===== src/rtl/neuron_tdm_scheduler_pkg.sv =====
// Shared types, field widths and saturating arithmetic for the time-multiplexed
// leaky integrate-and-fire scheduler.
package neuron_pkg;

  typedef enum logic [2:0] {
    IDLE,
    LEAK,
    ACC0,
    ACC1,
    CMP,
    DONE
  } state_t;

  localparam logic [1:0] SEL_W0  = 2'd0;
  localparam logic [1:0] SEL_W1  = 2'd1;
  localparam logic [1:0] SEL_THR = 2'd2;
  localparam logic [1:0] SEL_CLR = 2'd3;

  localparam int V_W_DEF = 10;
  localparam int WGT_W   = 4;
  localparam int IN_W    = 4;
  localparam int THR_W   = 8;
  localparam int CFG_W   = 8;

  // Operands are small enough that a 32-bit sum never wraps before clamping.
  function automatic int sat_add(input int a, input int b, input int vw);
    int sum;
    int hi;
    int lo;
    sum = a + b;
    hi  = (1 <<< (vw - 1)) - 1;
    lo  = -(1 <<< (vw - 1));
    if (sum > hi) begin
      return hi;
    end
    if (sum < lo) begin
      return lo;
    end
    return sum;
  endfunction

endpackage


===== src/rtl/neuron_tdm_scheduler_if.sv =====
// Input/config/spike bundle between the pin wrapper and the neuron scheduler.
interface neuron_tdm_scheduler_if
  import neuron_pkg::*;
#(
  parameter int N_NEURONS = 4,
  parameter int V_W       = V_W_DEF
);
  localparam int AW = $clog2(N_NEURONS);

  logic                  tick_i;
  logic [IN_W-1:0]       x0_i;
  logic [IN_W-1:0]       x1_i;
  logic                  cfg_we_i;
  logic [AW-1:0]         cfg_addr_i;
  logic [1:0]            cfg_sel_i;
  logic [CFG_W-1:0]      cfg_data_i;
  logic signed [V_W-1:0] vmem_o;
  logic                  busy_o;
  logic                  done_o;
  logic [N_NEURONS-1:0]  spike_o;

  modport master (
    output tick_i, x0_i, x1_i, cfg_we_i, cfg_addr_i, cfg_sel_i, cfg_data_i,
    input  vmem_o, busy_o, done_o, spike_o
  );

  modport slave (
    input  tick_i, x0_i, x1_i, cfg_we_i, cfg_addr_i, cfg_sel_i, cfg_data_i,
    output vmem_o, busy_o, done_o, spike_o
  );

endinterface


===== src/rtl/neuron_lif_alu.sv =====
// Registered accumulator that performs leak, the two weighted accumulates and the
// threshold compare for whichever neuron the scheduler is currently visiting.
module neuron_lif_alu
  import neuron_pkg::*;
#(
  parameter int V_W        = V_W_DEF,
  parameter int LEAK_SHIFT = 2
) (
  input  logic                    clk,
  input  logic                    rst,
  input  state_t                  op,
  input  logic signed [V_W-1:0]   v,
  input  logic signed [WGT_W-1:0] w,
  input  logic [IN_W-1:0]         x,
  input  logic signed [THR_W-1:0] thr,
  output logic signed [V_W-1:0]   acc,
  output logic                    fire
);

  logic signed [WGT_W+IN_W:0] prod;
  logic signed [V_W-1:0]      leak_val;
  int                         sum;

  // The input is unsigned, so it gets a zero sign bit before the signed multiply.
  assign prod     = w * $signed({1'b0, x});
  assign leak_val = v - (v >>> LEAK_SHIFT);
  assign sum      = sat_add(int'(acc), int'(prod), V_W);
  assign fire     = int'(acc) >= int'(thr);

  always_ff @(posedge clk) begin
    if (rst) begin
      acc <= '0;
    end else begin
      case (op)
        LEAK:       acc <= leak_val;
        ACC0, ACC1: acc <= sum[V_W-1:0];
        default:    acc <= acc;
      endcase
    end
  end

endmodule


===== src/rtl/neuron_tdm_scheduler.sv =====
// Sequences N_NEURONS virtual LIF neurons through one shared ALU per tick and
// owns the weight, threshold and membrane register files.
module neuron_tdm_scheduler
  import neuron_pkg::*;
#(
  parameter int N_NEURONS  = 4,
  parameter int LEAK_SHIFT = 2,
  parameter int V_W        = V_W_DEF,
  parameter int THRESH_DEF = 8
) (
  input logic                   clk,
  input logic                   rst,
  neuron_tdm_scheduler_if.slave bus
);

  localparam int AW = $clog2(N_NEURONS);

  state_t                  state_reg;
  logic [AW-1:0]           idx_reg;
  logic [IN_W-1:0]         x0_reg;
  logic [IN_W-1:0]         x1_reg;
  logic                    busy_reg;
  logic                    done_reg;
  logic [N_NEURONS-1:0]    spike_reg;
  logic [N_NEURONS-1:0]    spk_reg;
  logic [N_NEURONS-1:0]    spk_next;
  logic signed [V_W-1:0]   v_reg   [N_NEURONS];
  logic signed [WGT_W-1:0] w0_reg  [N_NEURONS];
  logic signed [WGT_W-1:0] w1_reg  [N_NEURONS];
  logic signed [THR_W-1:0] thr_reg [N_NEURONS];

  logic signed [WGT_W-1:0] alu_w;
  logic [IN_W-1:0]         alu_x;
  logic signed [V_W-1:0]   alu_acc;
  logic                    fire;
  logic                    cfg_ok;
  logic                    last;

  assign alu_w  = (state_reg == ACC1) ? w1_reg[idx_reg] : w0_reg[idx_reg];
  assign alu_x  = (state_reg == ACC1) ? x1_reg : x0_reg;
  assign last   = (idx_reg == AW'(N_NEURONS - 1));
  assign cfg_ok = bus.cfg_we_i && (state_reg == IDLE) && (int'(bus.cfg_addr_i) < N_NEURONS);

  neuron_lif_alu #(
    .V_W        (V_W),
    .LEAK_SHIFT (LEAK_SHIFT)
  ) u_alu (
    .clk  (clk),
    .rst  (rst),
    .op   (state_reg),
    .v    (v_reg[idx_reg]),
    .w    (alu_w),
    .x    (alu_x),
    .thr  (thr_reg[idx_reg]),
    .acc  (alu_acc),
    .fire (fire)
  );

  // Folds the final neuron's decision in so spike_o is valid alongside done_o.
  always_comb begin
    spk_next          = spk_reg;
    spk_next[idx_reg] = fire;
  end

  always_ff @(posedge clk) begin
    if (rst) begin
      state_reg <= IDLE;
      idx_reg   <= '0;
      x0_reg    <= '0;
      x1_reg    <= '0;
      busy_reg  <= 1'b0;
      done_reg  <= 1'b0;
      spike_reg <= '0;
      spk_reg   <= '0;
      for (int i = 0; i < N_NEURONS; i++) begin
        v_reg[i]   <= '0;
        w0_reg[i]  <= '0;
        w1_reg[i]  <= '0;
        thr_reg[i] <= THR_W'(THRESH_DEF);
      end
    end else begin
      done_reg <= 1'b0;
      case (state_reg)
        IDLE: begin
          if (bus.tick_i) begin
            x0_reg    <= bus.x0_i;
            x1_reg    <= bus.x1_i;
            idx_reg   <= '0;
            busy_reg  <= 1'b1;
            state_reg <= LEAK;
          end
        end
        LEAK: state_reg <= ACC0;
        ACC0: state_reg <= ACC1;
        ACC1: state_reg <= CMP;
        CMP: begin
          v_reg[idx_reg]   <= fire ? '0 : alu_acc;
          spk_reg[idx_reg] <= fire;
          if (last) begin
            spike_reg <= spk_next;
            busy_reg  <= 1'b0;
            done_reg  <= 1'b1;
            state_reg <= DONE;
          end else begin
            idx_reg   <= idx_reg + 1'b1;
            state_reg <= LEAK;
          end
        end
        DONE:    state_reg <= IDLE;
        default: state_reg <= IDLE;
      endcase

      if (cfg_ok) begin
        case (bus.cfg_sel_i)
          SEL_W0:  w0_reg[bus.cfg_addr_i]  <= $signed(bus.cfg_data_i[WGT_W-1:0]);
          SEL_W1:  w1_reg[bus.cfg_addr_i]  <= $signed(bus.cfg_data_i[WGT_W-1:0]);
          SEL_THR: thr_reg[bus.cfg_addr_i] <= $signed(bus.cfg_data_i[THR_W-1:0]);
          default: v_reg[bus.cfg_addr_i]   <= '0;
        endcase
      end
    end
  end

  assign bus.vmem_o  = v_reg[bus.cfg_addr_i];
  assign bus.busy_o  = busy_reg;
  assign bus.done_o  = done_reg;
  assign bus.spike_o = spike_reg;

endmodule


===== src/flat_wrapper.sv =====
// flat-port wrapper written by rule: the top's interface ports become plain ports
module neuron_tdm_scheduler_flat import neuron_pkg::*;
#(
  parameter int N_NEURONS  = 4,
  parameter int LEAK_SHIFT = 2,
  parameter int V_W        = V_W_DEF,
  parameter int THRESH_DEF = 8
)
  (clk, rst, bus_tick_i, bus_x0_i, bus_x1_i, bus_cfg_we_i, bus_cfg_addr_i, bus_cfg_sel_i, bus_cfg_data_i, bus_vmem_o, bus_busy_o, bus_done_o, bus_spike_o);
  neuron_tdm_scheduler_if #(.N_NEURONS(N_NEURONS), .V_W(V_W)) bus_i ();
  input logic clk;
  input logic rst;
  input wire logic [$bits(bus_i.tick_i)-1:0] bus_tick_i;
  input wire logic [$bits(bus_i.x0_i)-1:0] bus_x0_i;
  input wire logic [$bits(bus_i.x1_i)-1:0] bus_x1_i;
  input wire logic [$bits(bus_i.cfg_we_i)-1:0] bus_cfg_we_i;
  input wire logic [$bits(bus_i.cfg_addr_i)-1:0] bus_cfg_addr_i;
  input wire logic [$bits(bus_i.cfg_sel_i)-1:0] bus_cfg_sel_i;
  input wire logic [$bits(bus_i.cfg_data_i)-1:0] bus_cfg_data_i;
  output wire logic [$bits(bus_i.vmem_o)-1:0] bus_vmem_o;
  output wire logic [$bits(bus_i.busy_o)-1:0] bus_busy_o;
  output wire logic [$bits(bus_i.done_o)-1:0] bus_done_o;
  output wire logic [$bits(bus_i.spike_o)-1:0] bus_spike_o;
  assign bus_i.tick_i = bus_tick_i;
  assign bus_i.x0_i = bus_x0_i;
  assign bus_i.x1_i = bus_x1_i;
  assign bus_i.cfg_we_i = bus_cfg_we_i;
  assign bus_i.cfg_addr_i = bus_cfg_addr_i;
  assign bus_i.cfg_sel_i = bus_cfg_sel_i;
  assign bus_i.cfg_data_i = bus_cfg_data_i;
  assign bus_vmem_o = bus_i.vmem_o;
  assign bus_busy_o = bus_i.busy_o;
  assign bus_done_o = bus_i.done_o;
  assign bus_spike_o = bus_i.spike_o;
  neuron_tdm_scheduler #(.N_NEURONS(N_NEURONS), .LEAK_SHIFT(LEAK_SHIFT), .V_W(V_W), .THRESH_DEF(THRESH_DEF)) u_core (.clk(clk), .rst(rst), .bus(bus_i));
endmodule

===== config.mk =====
export PLATFORM = sky130hd
export DESIGN_NAME = neuron_tdm_scheduler_flat
export DESIGN_NICKNAME = d
export VERILOG_FILES = /design/src/rtl/neuron_tdm_scheduler_pkg.sv /design/src/rtl/neuron_tdm_scheduler_if.sv /design/src/rtl/neuron_lif_alu.sv /design/src/rtl/neuron_tdm_scheduler.sv /design/src/flat_wrapper.sv
export SDC_FILE = /design/constraint.sdc
export NUM_CORES = 1
export LEC_CHECK = 0
export ABC_AREA = 1
export CELL_PAD_IN_SITES_DETAIL_PLACEMENT = 0
export CELL_PAD_IN_SITES_GLOBAL_PLACEMENT = 2
export CORE_MARGIN = 2
export CORE_UTILIZATION = 30
export CTS_BUF_LIST = sky130_fd_sc_hd__clkbuf_4 sky130_fd_sc_hd__clkbuf_8
export DETAILED_ROUTE_END_ITERATION = 8
export PLACE_DENSITY = 0.66
export SYNTH_ARGS = -nofsm -noshare
export SYNTH_HDL_FRONTEND = slang
export SYNTH_HIERARCHICAL = 1
export SYNTH_SLANG_ARGS = --single-unit
export TNS_END_PERCENT = 30

===== constraint.sdc =====
create_clock -name clk -period 4.74 [get_ports clk]
set_clock_uncertainty 0.05 [all_clocks]
set_input_delay 0.948 -clock clk [delete_from_list [all_inputs] [get_ports clk]]
set_output_delay 0.948 -clock clk [all_outputs]
set_load 0.01 [all_outputs]

Word level (Yosys, flattened, before mapping)
Memories as Yosys holds them, arrays and structs flattened. A register that Yosys moved wholly into a read port is not among the register bits.
Index checks and enable logic that the tools add are counted.
{"block": "word_totals", "reg_bits": 33, "ram_bits": 104, "wordCells": 119, "output_inout_bits": 16, "n_memories": 4, "inputBits": 24}
{"memory": "u_core.v_reg", "depth": 4, "word_bits": 10, "read_ports": 2, "rd_ports_with_merged_regs": 1, "wr": 4, "line": "neuron_tdm_scheduler.sv:27", "rtl": "logic signed [V_W-1:0] v_reg [N_NEURONS];"}
{"memory": "u_core.thr_reg", "depth": 4, "word_bits": 8, "read_ports": 1, "rd_ports_with_merged_regs": 1, "wr": 4, "line": "neuron_tdm_scheduler.sv:30", "rtl": "logic signed [THR_W-1:0] thr_reg [N_NEURONS];"}
{"memory": "u_core.w0_reg", "depth": 4, "word_bits": 4, "read_ports": 1, "rd_ports_with_merged_regs": 1, "wr": 4, "line": "neuron_tdm_scheduler.sv:28", "rtl": "logic signed [WGT_W-1:0] w0_reg [N_NEURONS];"}
{"memory": "u_core.w1_reg", "depth": 4, "word_bits": 4, "read_ports": 1, "rd_ports_with_merged_regs": 1, "wr": 4, "line": "neuron_tdm_scheduler.sv:29", "rtl": "logic signed [WGT_W-1:0] w1_reg [N_NEURONS];"}
{"block": "classes", "bitwise": 1, "eq_ne": 10, "mul": 1, "magnitude_cmp": 5, "n_addsub": 3, "n_mux": 68, "n_reduce_logical": 18}
{"op": "10-bit two-way mux", "count": 6}
{"op": "1-bit two-way mux", "count": 33}
{"op": "2-bit two-way mux", "count": 15}
{"op": "10-bit one-hot mux with 2 select lines", "count": 1}
{"op": "10-bit OR reduction", "count": 2}
{"op": "4-bit two-way mux", "count": 4}
{"op": "3-bit one-hot mux with 5 select lines", "count": 1}
{"op": "10-bit by 9-bit adder with 11-bit output", "count": 1}
{"op": "11-bit by 10-bit greater-than comparator with 1-bit output (second input constant)", "count": 1}
{"op": "11-bit by 10-bit less-than comparator with 1-bit output (second input constant)", "count": 1}
{"op": "10-bit by 8-bit >= comparator with 1-bit output", "count": 1}
{"op": "10-bit by 8-bit subtractor with 10-bit output", "count": 1}
{"op": "4-bit by 5-bit multiplier with 9-bit output", "count": 1}
{"op": "9-bit two-way mux", "count": 1}
{"op": "8-bit two-way mux", "count": 1}
{"op": "4-bit OR reduction", "count": 2}
{"op": "8-bit OR reduction", "count": 1}
{"op": "3-bit by 2-bit equality test with 1-bit output (second input constant)", "count": 2}
{"op": "3-bit two-way mux", "count": 2}
{"op": "3-bit AND reduction", "count": 2}
{"op": "4-bit bitwise mux", "count": 1}
{"op": "2-bit equality test (second input constant)", "count": 2}
{"op": "2-bit != test (second input constant)", "count": 2}
{"op": "2-bit one-hot mux with 2 select lines", "count": 1}
{"op": "other kinds (17)", "count": 21}

Longest topological paths before layout
{"block": "depth", "ltp_word": 10, "depth_mapped": 30, "ltp_nobuf": 28}

Cells and area by module
Netlist, hierarchy kept.
{"module": "neuron_tdm_scheduler", "cells_each": 642, "area_per_inst_um2": 6010.8, "seq_area_each_um2": 3623.5, "n_inst": 1}
{"module": "neuron_lif_alu", "cells_each": 328, "area_per_inst_um2": 2183.3, "seq_area_each_um2": 200.2, "n_inst": 1}

Worst setup path after synthesis
Ideal clock, no wire load.
{"block": "synth_timing", "path_kind": "register to register", "start": "register with a tool-made name", "end": "register u_core.u_alu.acc[7]", "n_path_buf": 2, "period_less_slack_ns": 4.634, "required_time_ns": 4.581, "path_slack_ns": 0.106, "setup_time_ns": 0.109, "arrival_time_ns": 4.475, "path_stages_with_launch": 26, "cell_sequence": "dfxtp_1 -> buf_2 -> inv_1 -> clkbuf_1 -> nor2_1 -> o22ai_1 -> nand3_1 -> nand2_1 -> inv_1 -> or2_2 -> fa_1 -> fa_1 -> fa_1 -> fa_1 -> inv_1 -> nand3_1 -> nand2_2 -> nand2_2 -> nand3_1 -> nand2_4 -> nor2_4 -> nor2_8 -> nand2_1 -> nand3_1 -> nand2_1 -> inv_1"}
{"element": "end signal, assigned", "line": "neuron_lif_alu.sv:35", "rtl": "LEAK: acc <= leak_val;"}
{"element": "end signal, assigned", "line": "neuron_lif_alu.sv:36", "rtl": "ACC0, ACC1: acc <= sum[V_W-1:0];"}
{"element": "end, declared", "line": "neuron_lif_alu.sv:16", "rtl": "output logic signed [V_W-1:0] acc,"}

==> results.yml <==
die:
  die_h_um: 169
  io_pins: 40
  fp.coreArea_mm2: 0.0269
  placement_rows: 60
  die_w_um: 169
  dieArea_mm2: 0.0287
  start_util_pct: 30.5
hold_path:
  hold_path.class: "flip-flop to flip-flop"
critical_path:
  slowest_stage: "fa_1"
  cp_max_fo: 16
  crit_type: "flip-flop to flip-flop"
  max_stage_delay_ns: 0.52
  end_kind: "flip-flop"
  critPathMostFrequentCell: "nand2_1"
  cp.arrival_ns: 4.72
  r2r_slack_ns: 0.31
  required_ns: 5.03
  start_kind: "flip-flop"
timing:
  relSlewSlack_pct: 48.8
  max_freq_mhz: 226
  report.final.slew_viol_count: 0
  setup_viol: 0
  report.final.hold_viol_count: 0
  post-route-period-util_pct: 93.4
  tightest_slew_ns: 0.768
  fin_crit_ns: 4.43
final_layout:
  drive_gt1_share_pct: 11.0
  largest_register_ff_count: 40
  final_core_util_pct: 35.8
  nets: 1111
  syn2layout_area_growth_pct: 17.3
  diodes: 0
  fin_area_mm2: 0.00962
synth:
  synth_top_family_by_area: "simple AND/OR/NAND/NOR gates"
  ys_types: 43
  yosys.area_share.simple_pct: 21.2
  synth-main-ff-cell: "edfxtp_1"
  synth_nets: 1052
  synth_mux_area_share_pct: 0
  synth_xor_area_share_pct: 0.855
  syn-cell-area_mm2: 0.00819
  async_flop_share_pct: 0
  synth_seq_area_share_pct: 46.7
  avgSynthCellArea_um2: 8.45
  netlist_instances: 970
  ys_warn_count: 6
  synth_compound_area_share_pct: 13.2
  synthAdderAreaFrac_pct: 10.0
  ys_ff_latch: 139
  synth-edff-count: 104
global_route:
  overflow: 0
  grt_pass1_vias: 6602
  antenna_found_initial: 0
  grt_max_degree: 29
  grt_first_pass_wirelength_um: 38100
  grt_usage_pct: 17.7
cts:
  path_clk_slew_ns: 0.09
  clk_path_buf_depth: 2
  insertion_delay_ns: 0.45
  cts_made_buffers: 17
  cts_hold_buf: 0
  ctsHtreeMaxLevel: 4
  cts_tree: "yes"
  cts_root_buf: "clkbuf_8"
  cts_sinks: 139
place:
  dpl-instance-area_mm2: 0.00914
  gp_congestion: 0.815
  portBuffers: 39
  hpwlAfterDp_um: 17600
drt:
  wl_per_cell_um: 17.8
  drtIter0Drc: 383
  wl_um: 24600
  drtAntennaViolNets: 0
  drc: 0
  avgViaCountPerCell: 4.84
  vias: 6692
  first_pass_iters: 5
pwr:
  p_leak_nw: 4.13
  ir_drop_v: 0.000155
  p_per_area_mw_per_mm2: 337
run:
  drv_cap: 0
status:
  status: "completed"
-- report_power, final --
part,total [W],switching (W),internal [W]
registers,0.00143,0.0000618,0.00137
clock network,0.00111,0.000520,0.000586
logic,0.000703,0.000445,0.000258
total,0.00324,0.00103,0.00221
-- Yosys cell counts, types with 6 or more instances --
library cell  number  area share [%]
a21oi_1           36             2.2
inv_2              6            0.27
dfxtp_1           35             8.6
edfxtp_1         104              38
nor3_1            15            0.92
fa_1              13             3.2
nand2_2            7            0.53
clkbuf_1          21            0.96
nor2_1           187             8.6
nand3_1           38             2.3
ha_1              45             6.9
inv_1            117             5.4
nand2_1          123             5.6
o22ai_1           40             3.1
buf_1              6            0.27
buf_2             10            0.61
nor2_2            10            0.76
o21ai_0          112             6.8
-- through the flow --
step                      worst slack (ns)   TNS, ns  instances  hold WS, ns  power (W)
after floorplan                      0.106         0        970        0.373    0.00190
after global placement               0.153         0       1349        0.388    0.00217
after detailed placement            0.0788         0       1349        0.391    0.00217
after CTS                           0.0757         0       1380        0.406    0.00329
after global routing              -0.00617  -0.00734       1382        0.430    0.00344
final                                0.313         0       1382        0.404    0.00324
-- critical path: cells and delay by family (launching register included) --
family          cells  cell delay [ns]
fa+ha+maj           4             1.80
simple gates       13             1.09
flops               1             0.33
buf+inv             6             0.62
compound gates      3             0.44
-- final timing paths --
kind                     from                  end  cells after the start
max                 flip-flop  u_core/u_alu/acc[5]                     26
min          u_core/x0_reg[2]     u_core/x0_reg[2]                      2
max reg2reg         flip-flop  u_core/u_alu/acc[5]                     26
min reg2reg  u_core/x0_reg[2]     u_core/x0_reg[2]                      2
-- layout make-up --
| class | count | area [um2] |
|---|---|---|
| fillers | 2811 | 17300 |
| flip-flops and latches | 139 | 3820 |
| multi-input cells | 666 | 3720 |
| repair buffers | 79 | 714 |
| inverters | 126 | 487 |
| well taps | 341 | 427 |
| clock buffers | 17 | 234 |
| clock inverters | 14 | 208 |
-- layout by cell type (no fill, tap or decap), types with 17 or more instances in the layout --
cell / count
buf_4: 36
inv_1: 114
clkdlybuf4s50_1: 39
ha_1: 45
o21ai_0: 111
nand3_1: 38
nand2_1: 122
dfxtp_1: 35
nor2_1: 187
o22ai_1: 40
clkbuf_8: 17
edfxtp_1: 104
a21oi_1: 36
-- timing repair --
item,4_1_cts,5_1_grt
setup endpoints to repair,0,9
resized for setup,0,9
setup buffers,0,2
-- kinds of logic (layout without fill, tap and decap cells) --
kind of cell,Yosys count,count (layout)
and+or+nand+nor,400,400
AOI/OAI and AO/OA,200,200
buffers and inverters,165,236
DFF,139,139
adders and majority gates,58,58
xor gates and xnor gates,8,8
-- routing by layer --
layer / vias up / share of wire, % / GRT usage (%)
li1: 3355 / - / -
met2: 135 / 45 / 28.3
met3: 22 / 3.3 / 2.78
met4: 0 / 2.0 / 4.94
met1: 3180 / 49 / 24.8
met5: - / 0 / 0
Power figures use the tool's default switching activity.
==> RTL edit: new RTL, same flow settings <==
Encoding of `state_t`: now one-hot (6 bits for 6 states).
--- a/src/rtl/neuron_tdm_scheduler_pkg.sv
+++ b/src/rtl/neuron_tdm_scheduler_pkg.sv
@@ -4,9 +4,9 @@
 
-  typedef enum logic [2:0] {
-    IDLE,
-    LEAK,
-    ACC0,
-    ACC1,
-    CMP,
-    DONE
+  typedef enum logic [5:0] {
+    IDLE = 6'b000001,
+    LEAK = 6'b000010,
+    ACC0 = 6'b000100,
+    ACC1 = 6'b001000,
+    CMP  = 6'b010000,
+    DONE = 6'b100000
   } state_t;
Formal check against the unedited RTL: same outputs for any inputs over 4 cycles, from zero or initial values and one cycle with rst high; so few cycles prove little.
==> RTL edit against the original RTL <==
Cell count rose by 4.6%. Cell area rose by 1.4%. Routed wire length fell by 1.1%. Sequential cell count rose by 2. Synthesized area rose by 2.7%. Non-clock buffer count fell by 4. Setup slack improved by 0.017 ns. Critical path type unchanged.
Power is not compared: it rests on default switching activity, and its combinational part moved more than twofold at a synthesized area within 25%.
==> RTL edit: results (changes against the original RTL) <==
GRT_PASS1_VIAS=6911  # +4.7%
FF2FF_PATH_DEPTH=21  # -19%
N_FILL_CELL=2914  # +3.7%
SYNTH.YOSYS.SEQ_AREA_SHARE_PCT=45.9  # -0.75 points
LAYOUT-DRIVE-GT1-SHARE_PCT=11.7  # +0.76 points
VIAS_PER_CELL=4.75  # -1.9%
PIN_COUNT_OF_THE_BIGGEST_NET_ENTERING_GLOBAL_ROUTING=37  # +28%
GR_UTIL_MET3_PCT=2.21  # -0.57 points
GP_CONGESTION=0.752  # -7.7%
SETUP.REG_TO_REG.WORST_SLACK_NS=0.33  # +0.02 ns
WORST_SETUP_PATH_ENDPOINT='u_core/u_alu/acc[2]$_SDFFE_PP0P_'
DP_WORST_SETUP_SLACK_NS=0.115  # +0.0363 ns
POST_SYNTHESIS_CELL_COUNT=1002  # +3.3%
DR.PASS1.ITERS=4  # -1
ARRIVAL_NS=4.69  # -0.03 ns
SYNTH.AREA.TOP_CELLS='sky130_fd_sc_hd__edfxtp_1 (37%), sky130_fd_sc_hd__nor2_1 (10%), sky130_fd_sc_hd__dfxtp_1 (8.8%)'
DETAIL_ROUTE.WIRELENGTH_UM=24300  # -1.1%
FINALCRITICALPERIOD_NS=4.41  # -0.0166 ns
POST_SYNTH_MOST_FREQUENT_CELLS='sky130_fd_sc_hd__nor2_1 (229), sky130_fd_sc_hd__nand2_1 (114), sky130_fd_sc_hd__o21ai_0 (112), sky130_fd_sc_hd__inv_1 (108), sky130_fd_sc_hd__edfxtp_1 (104)'
WORST_HOLD_PATH.ENDPOINT='u_core/bus.busy_o$_SDFFE_PP0P_'
CRITICAL_PATH_PEAK_FANOUT=5  # -11
HOLD_PATH.CLASS='flop to flop'
MIN_FROM='u_core/bus.busy_o$_SDFFE_PP0P_'
SYNTH_FP_NETS=1084  # +3.0%
HOLDWS_NS=0.417  # +0.0128 ns
RUN_STATUS='complete, no violations'
PLACED_CELLS=1414  # +4.8%
WL_PER_CELL_UM=16.8  # -5.4%
MAX_SLEW_MARGIN_PCT=59.4  # +11 points
GLOBAL_ROUTE.USAGE.TOTAL_PCT=17.5  # -0.20 points
DP_HPWL_UM=17500  # -0.20%
GRT_PASS1_WL_UM=38500  # +1.1%
DRCVIOLATIONCOUNT=0  # unchanged
GROUTE.LAYER.MET1.USAGE_PCT=23.1  # -1.7 points
DPL_CELL_AREA_UM2=9350  # +2.3%
GRT.MET2_USAGE_PCT=29.7  # +1.3 points
RTL edit: changes by cell type after synthesis, moves of 6 or more:
cell / delta
sky130_fd_sc_hd__nor2_1: +42
sky130_fd_sc_hd__a21oi_1: -16
sky130_fd_sc_hd__o22ai_1: -12
sky130_fd_sc_hd__inv_1: -9
sky130_fd_sc_hd__nand2_1: -9
sky130_fd_sc_hd__nand3_1: +9
sky130_fd_sc_hd__buf_2: -7
sky130_fd_sc_hd__clkbuf_1: +7
sky130_fd_sc_hd__nand3_2: +7
sky130_fd_sc_hd__a31oi_1: +6
sky130_fd_sc_hd__buf_6: +6
sky130_fd_sc_hd__nand4_1: +6
RTL edit: where the power goes:
group	leakage [nW]	total, mW	switching, mW	internal, mW
combinational	2.58	1.73	1.10	0.630
sequential	1.36	1.46	0.0600	1.40
clock	0.178	0.922	0.500	0.421
RTL edit: cells by family after synthesis:
| kind of cell | synth area share, % |
|---|---|
| and+or+nand+nor | 24.6 |
| AOI/OAI and AO/OA | 11.6 |
| buffers and inverters | 7.73 |
| DFF | 45.9 |
| adders and majority gates | 9.78 |
| xor gates and xnor gates | 0.416 |
RTL edit: area by class of cell:
type                       count  area (µm²)  area share (%)
clock inverter                13         118            1.21
tap                          378         473            4.85
multi-input combinational    702        3930            40.4
clock buffer                  18         241            2.48
timing repair buffer          75         664            6.82
sequential                   141        3870            39.7
inverter                     118         448            4.60
RTL edit: worst register-to-register path: stages, from the launching register on:
cell	delay (ns)
sky130_fd_sc_hd__dfxtp_1	0.39
sky130_fd_sc_hd__nor2_2	0.07
sky130_fd_sc_hd__nand3_1	0.11
sky130_fd_sc_hd__buf_4	0.15
sky130_fd_sc_hd__inv_1	0.08
sky130_fd_sc_hd__nand2_1	0.06
sky130_fd_sc_hd__nand2_1	0.15
sky130_fd_sc_hd__or2_2	0.36
sky130_fd_sc_hd__fa_1	0.51
sky130_fd_sc_hd__fa_1	0.56
sky130_fd_sc_hd__fa_1	0.45
sky130_fd_sc_hd__fa_1	0.47
sky130_fd_sc_hd__inv_1	0.07
sky130_fd_sc_hd__nand3_1	0.07
sky130_fd_sc_hd__nand2_2	0.11
sky130_fd_sc_hd__nand2_2	0.06
sky130_fd_sc_hd__nand3_1	0.11
sky130_fd_sc_hd__nand2_4	0.09
sky130_fd_sc_hd__nor2_2	0.15
sky130_fd_sc_hd__nor2_4	0.06
sky130_fd_sc_hd__o21ai_1	0.10
sky130_fd_sc_hd__a21oi_1	0.08
RTL edit: per-layer routing:
layer  part of all wire (%)  wire length [µm]
met5                      0                 0
met4                    1.7               417
met3                    3.0               739
met2                     48             11600
met1                     48             11600
